[src/rtl/reg_writeback.sv]
// Register-file write-port writer: arbitrates ALU and load results into an in-order FIFO,
// drains one entry per cycle, and exports a pending-destination mask for hazard stalls.
module reg_writeback #(
  parameter int unsigned N        = 63,
  parameter int unsigned DEPTH    = 4,
  parameter int unsigned ZERO_REG = 31
) (
  input  logic                     clk,
  input  logic                     rst_n,
  input  logic                     alu_valid,
  output logic                     alu_ready,
  input  logic [4:0]               alu_rd,
  input  logic [N:0]               alu_data,
  input  logic                     mem_valid,
  output logic                     mem_ready,
  input  logic [4:0]               mem_rd,
  input  logic [N:0]               mem_data,
  output logic                     RegWrite,
  output logic [4:0]               Write_register,
  output logic [N:0]               Write_data,
  output logic [31:0]              pend_mask,
  output logic [$clog2(DEPTH):0]   occupancy
);

  localparam int unsigned PtrW = $clog2(DEPTH);
  localparam int unsigned CntW = PtrW + 1;

  // Storage is intentionally not reset; valid_q qualifies every read of it.
  logic [4:0]      rd_mem   [DEPTH];
  logic [N:0]      data_mem [DEPTH];
  logic            zero_mem [DEPTH];
  logic [DEPTH-1:0] valid_q;

  logic [PtrW-1:0] wr_ptr_q, rd_ptr_q;
  logic [CntW-1:0] count_q, count_d;

  logic            full, empty;
  logic            mem_push, alu_push, push, pop;
  logic [4:0]      push_rd;
  logic [N:0]      push_data;
  logic            push_zero;

  assign full  = (count_q == CntW'(DEPTH));
  assign empty = (count_q == '0);

  // Load has fixed priority; readiness looks at registered count only.
  assign mem_ready = rst_n & ~full;
  assign alu_ready = rst_n & ~full & ~mem_valid;

  assign mem_push  = mem_valid & mem_ready;
  assign alu_push  = alu_valid & alu_ready;
  assign push      = mem_push | alu_push;
  assign pop       = ~empty;

  assign push_rd   = mem_push ? mem_rd : alu_rd;
  assign push_data = mem_push ? mem_data : alu_data;
  assign push_zero = (push_rd == 5'(ZERO_REG));

  assign count_d = count_q + CntW'(push) - CntW'(pop);

  always_ff @(posedge clk) begin
    if (push) begin
      rd_mem[wr_ptr_q]   <= push_rd;
      data_mem[wr_ptr_q] <= push_data;
      zero_mem[wr_ptr_q] <= push_zero;
    end
  end

  always_ff @(posedge clk or negedge rst_n) begin
    if (!rst_n) begin
      wr_ptr_q <= '0;
      rd_ptr_q <= '0;
      count_q  <= '0;
      valid_q  <= '0;
    end else begin
      count_q <= count_d;
      if (pop) begin
        rd_ptr_q          <= rd_ptr_q + 1'b1;
        valid_q[rd_ptr_q] <= 1'b0;
      end
      // Push never targets the head slot while it pops, since push is blocked when full.
      if (push) begin
        wr_ptr_q          <= wr_ptr_q + 1'b1;
        valid_q[wr_ptr_q] <= 1'b1;
      end
    end
  end

  always_comb begin
    pend_mask = '0;
    for (int unsigned i = 0; i < DEPTH; i++) begin
      if (valid_q[i] && !zero_mem[i]) begin
        pend_mask[rd_mem[i]] = 1'b1;
      end
    end
  end

  assign Write_register = rd_mem[rd_ptr_q];
  assign Write_data     = data_mem[rd_ptr_q];
  assign RegWrite       = ~empty & ~zero_mem[rd_ptr_q];
  assign occupancy      = count_q;

endmodule

[config.mk]
export PLATFORM = sky130hd
export DESIGN_NAME = reg_writeback
export DESIGN_NICKNAME = d
export VERILOG_FILES = /design/src/rtl/reg_writeback.sv
export SDC_FILE = /design/constraint.sdc
export NUM_CORES = 1
export LEC_CHECK = 0
export ABC_AREA = 1
export CAP_MARGIN = 30
export CELL_PAD_IN_SITES_DETAIL_PLACEMENT = 0
export CELL_PAD_IN_SITES_GLOBAL_PLACEMENT = 1
export CORE_MARGIN = 2
export CORE_UTILIZATION = 32
export DETAILED_ROUTE_END_ITERATION = 16
export PLACE_DENSITY = 0.7
export SLEW_MARGIN = 5
export SYNTH_ARGS = -nofsm -noshare
export SYNTH_HDL_FRONTEND = slang
export SYNTH_SLANG_ARGS = --single-unit
[constraint.sdc]
create_clock -name clk -period 5.1 [get_ports clk]
set_input_delay 1.02 -clock clk [delete_from_list [all_inputs] [get_ports clk]]
set_output_delay 1.02 -clock clk [all_outputs]
set_load 0.005 [all_outputs]
==> flow_summary.json, run 1 <==
{
  "hold_viol": 0,
  "yosys_warnings": 0,
  "power_frac_comb_pct": 37.9,
  "relSlewSlack_pct": 39.02,
  "critPathTopFamily": "buffers and inverters",
  "die-area_mm2": 0.04258,
  "clockPowerShare_pct": 24.5,
  "min_period_ns": 4.003,
  "drv_cap": 0,
  "end_kind": "primary output",
  "clkLatencyLatePin_ns": 0.54,
  "hold_end": "valid_q[1]$_DFF_PN0_",
  "worstRegToRegCells": 8,
  "rsz0062_at_grt": "no",
  "status": "finished, final reports clean",
  "critPathBufInv": 3,
  "totalWireLength_um": 36340,
  "ys_dominant_reg_cell": "edfxtp_1",
  "final-max-slew-violation-count": 0,
  "cts.clk_slew.worst_paths_ns": 0.06,
  "num_antenna_cells": 0,
  "hp-class": "reg2reg",
  "arrival_ns": 2.98,
  "io-pin-count": 249,
  "std_cell_rows": 74,
  "first_pass_iters": 5,
  "worst_ep_required_time_ns": 4.08,
  "period_share_pct": 78.49,
  "grt_usage_pct": 16.87,
  "first_global_vias": 9405,
  "core-area_mm2": 0.04065,
  "postSynthAreaPerCell_um2": 10.88,
  "area_delta_synth_final_pct": 30.24,
  "cpPeakStageDelay_ns": 0.59,
  "worstMarginPinSlew_ns": 0.9147,
  "grt_max_degree": 88,
  "netlist_area_mm2": 0.01310,
  "dr_total_vias": 9677,
  "p_sw_w": 0.002912,
  "min-delay-start": "valid_q[1]$_DFF_PN0_",
  "synth_cell_types": 35,
  "wire_per_inst_um": 18.27,
  "setup_viol": 0,
  "clkSinkCount": 291,
  "start_util_pct": 32.23,
  "drive_gt1_share_pct": 5.148,
  "hold_buffers": 0,
  "finalNetCount": 1587,
  "die_h_um": 206.3,
  "grt_antenna_before_repair": 0,
  "synth_fp_nets": 1357,
  "intPower_w": 0.005778,
  "ys_ff_latch": 291,
  "synth_fa_ha_area_share_pct": 1.108,
  "overflow": 0,
  "postLayoutCoreUtil_pct": 41.98,
  "synthXorXnorAreaFrac_pct": 0.2674,
  "ctsResizeCount": 0,
  "synth-edff-count": 280,
  "timing.fmax_mhz": 249.8,
  "sequentialPowerShare_pct": 37.7,
  "place.gp.congestion": 0.9094,
  "drc_errors": 0,
  "hold_depth": 2,
  "grt_pass1_wl_um": 54760,
  "ant_nets": 0,
  "power_switching_share_pct": 33.51,
  "setup-tns-final_ns": 0,
  "cts_tree": "built",
  "yosys.area.top_type": "edfxtp_1",
  "port_buffers": 248,
  "synth-compound-area-share_pct": 14.13,
  "synth_top_family_by_area": "compound AO/OA/AOI/OAI gates",
  "htreeDepth": 1,
  "cts_buffers": 30,
  "power_w": 0.008691,
  "yosysTopAreaCellShare_pct": 64.18,
  "syn_inst": 1204,
  "die_w_um": 206.3,
  "p_per_area_mw_per_mm2": 509.3,
  "synthMuxAreaShare_pct": 0,
  "leakage_nw": 6.199,
  "r2r_end": "occupancy[2]$_DFF_PN0_",
  "start_kind": "register",
  "synthTopCellsByArea": "edfxtp_1, o21ai_0, nand2_1, nor2_1, inv_1",
  "root_buffer": "clkbuf_16",
  "skew_ns": 0.007446,
  "vias_per_cell": 4.865,
  "cts_setup_buffers": 0,
  "crit_type": "reg2out",
  "path_cells": "inv_4 -> buf_12 -> o21ai_0 -> o22ai_1 -> clkdlybuf4s50_1",
  "seq_area_frac_synth_pct": 66.28,
  "layout_common_cells": "edfxtp_1, clkdlybuf4s50_1, o21ai_0",
  "crit_slowest_cell": "clkdlybuf4s50_1",
  "layout_commonest_cell": "edfxtp_1",
  "r2r_start": "occupancy[1]$_DFF_PN0_",
  "path_max_fanout": 80,
  "max-vdd-ir-drop_mv": 0.3105,
  "synthSimpleGateAreaFrac_pct": 11.96,
  "async_flop_share_pct": 3.780,
  "r2r_slack_ns": 2.61,
  "dp_hpwl_um": 23260,
  "cts.path.max_buffers": 3,
  "drt_iter0_markers": 618
}
==> power groups by stage <==
stage,sequential (W),clock (W),combinational [W]
2_1_floorplan,0.00331,0,0.00164
3_3_place_gp,0.00332,0,0.00333
3_5_place_dp,0.00332,0,0.00336
4_1_cts,0.00327,0.00217,0.00337
5_1_grt,0.00331,0.00228,0.00366
6_report,0.00327,0.00213,0.00329
==> stage by stage <==
| stage | cells | cell area, um2 | hold WS, ns | setup slack [ns] |
|---|---|---|---|---|
| global placement | 1934 | 16090 | 0.5402 | 1.229 |
| detailed placement | 1934 | 16090 | 0.5335 | 1.166 |
| CTS | 1989 | 17060 | 0.5452 | 1.024 |
| global route | 1989 | 17060 | 0.5795 | 0.8897 |
| finish | 1989 | 17060 | 0.5368 | 1.097 |
| floorplan | 1204 | 13100 | 0.4735 | 0.3307 |
==> area by class of cell <==
| class | instances | area (um2) |
|---|---|---|
| fill | 3799 | 23580 |
| sequential | 291 | 8688 |
| multi-input combinational | 724 | 3613 |
| timing repair buffer | 259 | 2640 |
| clock buffer | 35 | 790.8 |
| tap | 532 | 665.6 |
| inverter | 128 | 483.0 |
| clock inverter | 20 | 181.4 |
==> synthesized netlist by cell type (2+ instances only) <==
cell and instances:
dfrtp_1 11, buf_6 5, or2_2 3, nor2_4 2, inv_1 127, edfxtp_1 280
or2_1 2, o21ai_1 10, nand3_1 26, nand2_1 166, nor3_1 17, buf_2 7
nand4_1 6, o22ai_1 71, clkbuf_1 36, o21ai_4 2, a21oi_1 17, buf_4 12
nor3_2 2, a22oi_1 11, nor2_1 155, o21ai_0 195, o2111ai_1 18, ha_1 10
xor2_1 3
==> flip-flops by register name, summed over array words and instances (netlist names) <==
signal / count
zero_mem: 4
wr_ptr_q: 2
rd_ptr_q: 2
occupancy: 3
rd_mem: 20
valid_q: 4
data_mem: 256
==> logic make-up (layout without fill, tap and decap cells) <==
family                   after synthesis  in the layout
XOR/XNOR                               4              4
adder cells (fa/ha/maj)               11             11
AO/OA/AOI/OAI                        327            327
flip-flops                           291            291
buffers and inverters                189            442
AND/OR/NAND/NOR                      382            382
==> routing by layer <==
| layer | vias to the layer above | GRT usage, % | share of wire, % |
|---|---|---|---|
| li1 | 4712 | - | - |
| met4 | 0 | 3.776 | 1.8 |
| met3 | 37 | 2.728 | 6.6 |
| met1 | 4611 | 21.84 | 42 |
| met5 | - | 0 | 0 |
| met2 | 317 | 29.64 | 50 |
==> worst min-delay path, cell delays in order (launching register included) <==
cell and delay, ns:
dfrtp_1 0.38, nand2_1 0.06, o21ai_0 0.06
==> worst max path at each step <==
stage	startpoint	to	slack [ns]	depth (start not counted)
final	rd_ptr_q[0]$_DFFE_PN0N_	Write_data[47]	1.10	5
after global routing	rd_ptr_q[0]$_DFFE_PN0N_	Write_data[0]	0.89	5
after CTS	rd_ptr_q[0]$_DFFE_PN0N_	Write_data[0]	1.02	5
after detailed placement	rst_n	zero_mem[3]$_DFFE_PP_	1.17	7
after global placement	rst_n	zero_mem[0]$_DFFE_PP_	1.23	7
after floorplan	mem_valid	data_mem[1][0]$_DFFE_PP_	0.33	3
No activity file was read; power rests on OpenSTA's default activity.
==> inputs of run 2 (changes only) <==
==> constraint.sdc (replaced) <==
create_clock -name clk -period 4 [get_ports clk]
set_input_delay 0.8 -clock clk [delete_from_list [all_inputs] [get_ports clk]]
set_output_delay 0.8 -clock clk [all_outputs]
set_load 0.005 [all_outputs]
==> flow_summary.json, run 2 (synthesis gave the netlist of run 1 again) <==
{
  "cts_buffers": 29,
  "start_kind": "register",
  "hp-class": "reg2reg",
  "htreeDepth": 1,
  "start_util_pct": 32.23,
  "drc_errors": 0,
  "wire_per_inst_um": 17.76,
  "ant_nets": 0,
  "grt_max_degree": 105,
  "status": "finished, final reports clean",
  "largest-register": "data_mem",
  "worst_slack_ns": 0.2377,
  "reg_top3": "data_mem: 256 flops, rd_mem: 20 flops",
  "nFillCells": 3819,
  "period_share_pct": 94.06,
  "power_frac_comb_pct": 37.8,
  "max-vdd-ir-drop_mv": 0.3959,
  "core-area_mm2": 0.04065,
  "die_w_um": 206.3,
  "intPower_w": 0.007305,
  "power_w": 0.01100,
  "sequentialPowerShare_pct": 38.5,
  "drv_cap": 0,
  "place.gp.congestion": 0.8794,
  "cts.clk_slew.worst_paths_ns": 0.06,
  "layout_common_cells": "edfxtp_1, clkdlybuf4s50_1, o21ai_0",
  "finalNetCount": 1597,
  "std_cell_rows": 74,
  "layout_commonest_cell": "edfxtp_1",
  "vias_per_cell": 4.827,
  "dr_total_vias": 9639,
  "min_period_ns": 3.762,
  "crit_type": "reg2out",
  "p_sw_w": 0.003694,
  "relSlewSlack_pct": 45.24,
  "drt_iter0_markers": 670,
  "cts_tree": "built",
  "clkLatencyLatePin_ns": 0.55,
  "path_max_fanout": 46,
  "hold_viol": 0,
  "worstMarginPinSlew_ns": 0.8214,
  "first_pass_iters": 5,
  "die-area_mm2": 0.04258,
  "setup_viol": 0,
  "largest_reg_flops": 256,
  "first_global_vias": 9171,
  "end_kind": "primary output",
  "ctsResizeCount": 0,
  "setup-tns-final_ns": 0,
  "overflow": 0,
  "root_buffer": "clkbuf_16",
  "timing.fmax_mhz": 265.8,
  "rsz0062_at_grt": "no",
  "totalWireLength_um": 35470,
  "p_per_area_mw_per_mm2": 644.7,
  "arrival_ns": 2.96,
  "grt_antenna_before_repair": 0,
  "die_h_um": 206.3,
  "leakage_nw": 6.213,
  "port_buffers": 248,
  "clockPowerShare_pct": 23.7,
  "dp_hpwl_um": 23700,
  "cts_setup_buffers": 0,
  "skew_ns": 0.02822,
  "grt_usage_pct": 16.29,
  "worst_ep_required_time_ns": 3.20,
  "power_switching_share_pct": 33.58,
  "clkSinkCount": 291,
  "hold_buffers": 0,
  "cts.path.max_buffers": 3,
  "area_delta_synth_final_pct": 30.23,
  "io-pin-count": 249,
  "num_antenna_cells": 0,
  "grt_pass1_wl_um": 53120,
  "drive_gt1_share_pct": 5.529,
  "dp_slack_ns": 0.7501,
  "final-max-slew-violation-count": 0
}
## run 2: power groups by stage
stage / Clock [W] / Combinational (W) / Sequential (W)
3_5_place_dp: 0 / 0.00423 / 0.00430
2_1_floorplan: 0 / 0.00209 / 0.00422
3_3_place_gp: 0 / 0.00420 / 0.00428
5_1_grt: 0.00279 / 0.00461 / 0.00428
4_1_cts: 0.00267 / 0.00426 / 0.00424
6_report: 0.00261 / 0.00416 / 0.00423
## run 2: final timing paths
check / cells past startpoint / startpoint / to / slack [ns]
setup / recovery: 5 / rd_ptr_q[0]$_DFFE_PN0N_ / Write_data[29] / 0.24
hold / removal: 2 / valid_q[2]$_DFF_PN0_ / valid_q[2]$_DFF_PN0_ / 0.53
setup reg to reg: 8 / occupancy[1]$_DFF_PN0_ / occupancy[2]$_DFF_PN0_ / 1.48
hold reg to reg: 2 / valid_q[2]$_DFF_PN0_ / valid_q[2]$_DFF_PN0_ / 0.53
max in group asynchronous: 2 / rst_n / rd_ptr_q[0]$_DFFE_PN0N_ / 3.12
min in group asynchronous: 2 / rst_n / occupancy[0]$_DFF_PN0_ / 0.68
## run 2: worst max-delay path, stage by stage, from the launching register on
cell and delay (ns):
dfrtp_4 0.66, inv_4 0.44, buf_12 0.28, o21ai_0 0.11, o22ai_1 0.32, clkdlybuf4s50_1 0.58
## run 2: per-stage QoR
step,area (um2),utilization [%],hold WS [ns],instances
final,17060,41.98,0.5281,1997
after global routing,17060,41.98,0.5534,1997
after CTS,17060,41.98,0.5298,1997
after detailed placement,16150,39.73,0.5143,1945
after global placement,16150,39.73,0.5135,1945
after floorplan,13100,-,0.4735,1204
## run 2: cell type report
class                           count  area [um2]  share of cell area (%)
Tap cell                          532       665.6                   3.901
Sequential cell                   291        8688                   50.92
Timing Repair Buffer              270        2698                   15.81
Inverter                          128       483.0                   2.831
Clock buffer                       34       744.5                   4.363
Clock inverter                     18       168.9                  0.9900
Multi-Input combinational cell    724        3613                   21.18
## run 2: layer usage
metal / up-vias / share of wire (%) / GRT usage, %
met5: - / 0 / 0
met4: 0 / 2.3 / 4.235
met3: 54 / 5.7 / 2.586
met2: 294 / 49 / 28.18
met1: 4556 / 43 / 21.24
li1: 4735 / - / -
==> inputs of run 3 (changes only) <==
--- a/config.mk
+++ b/config.mk
@@ -13,6 +13,7 @@
 export CORE_UTILIZATION = 32
 export DETAILED_ROUTE_END_ITERATION = 16
 export PLACE_DENSITY = 0.7
+export SKIP_CTS_REPAIR_TIMING = 1
 export SLEW_MARGIN = 5
 export SYNTH_ARGS = -nofsm -noshare
 export SYNTH_HDL_FRONTEND = slang
==> results of run 3 <==
The final DEF is identical to that of run 2; final timing and power are the same.
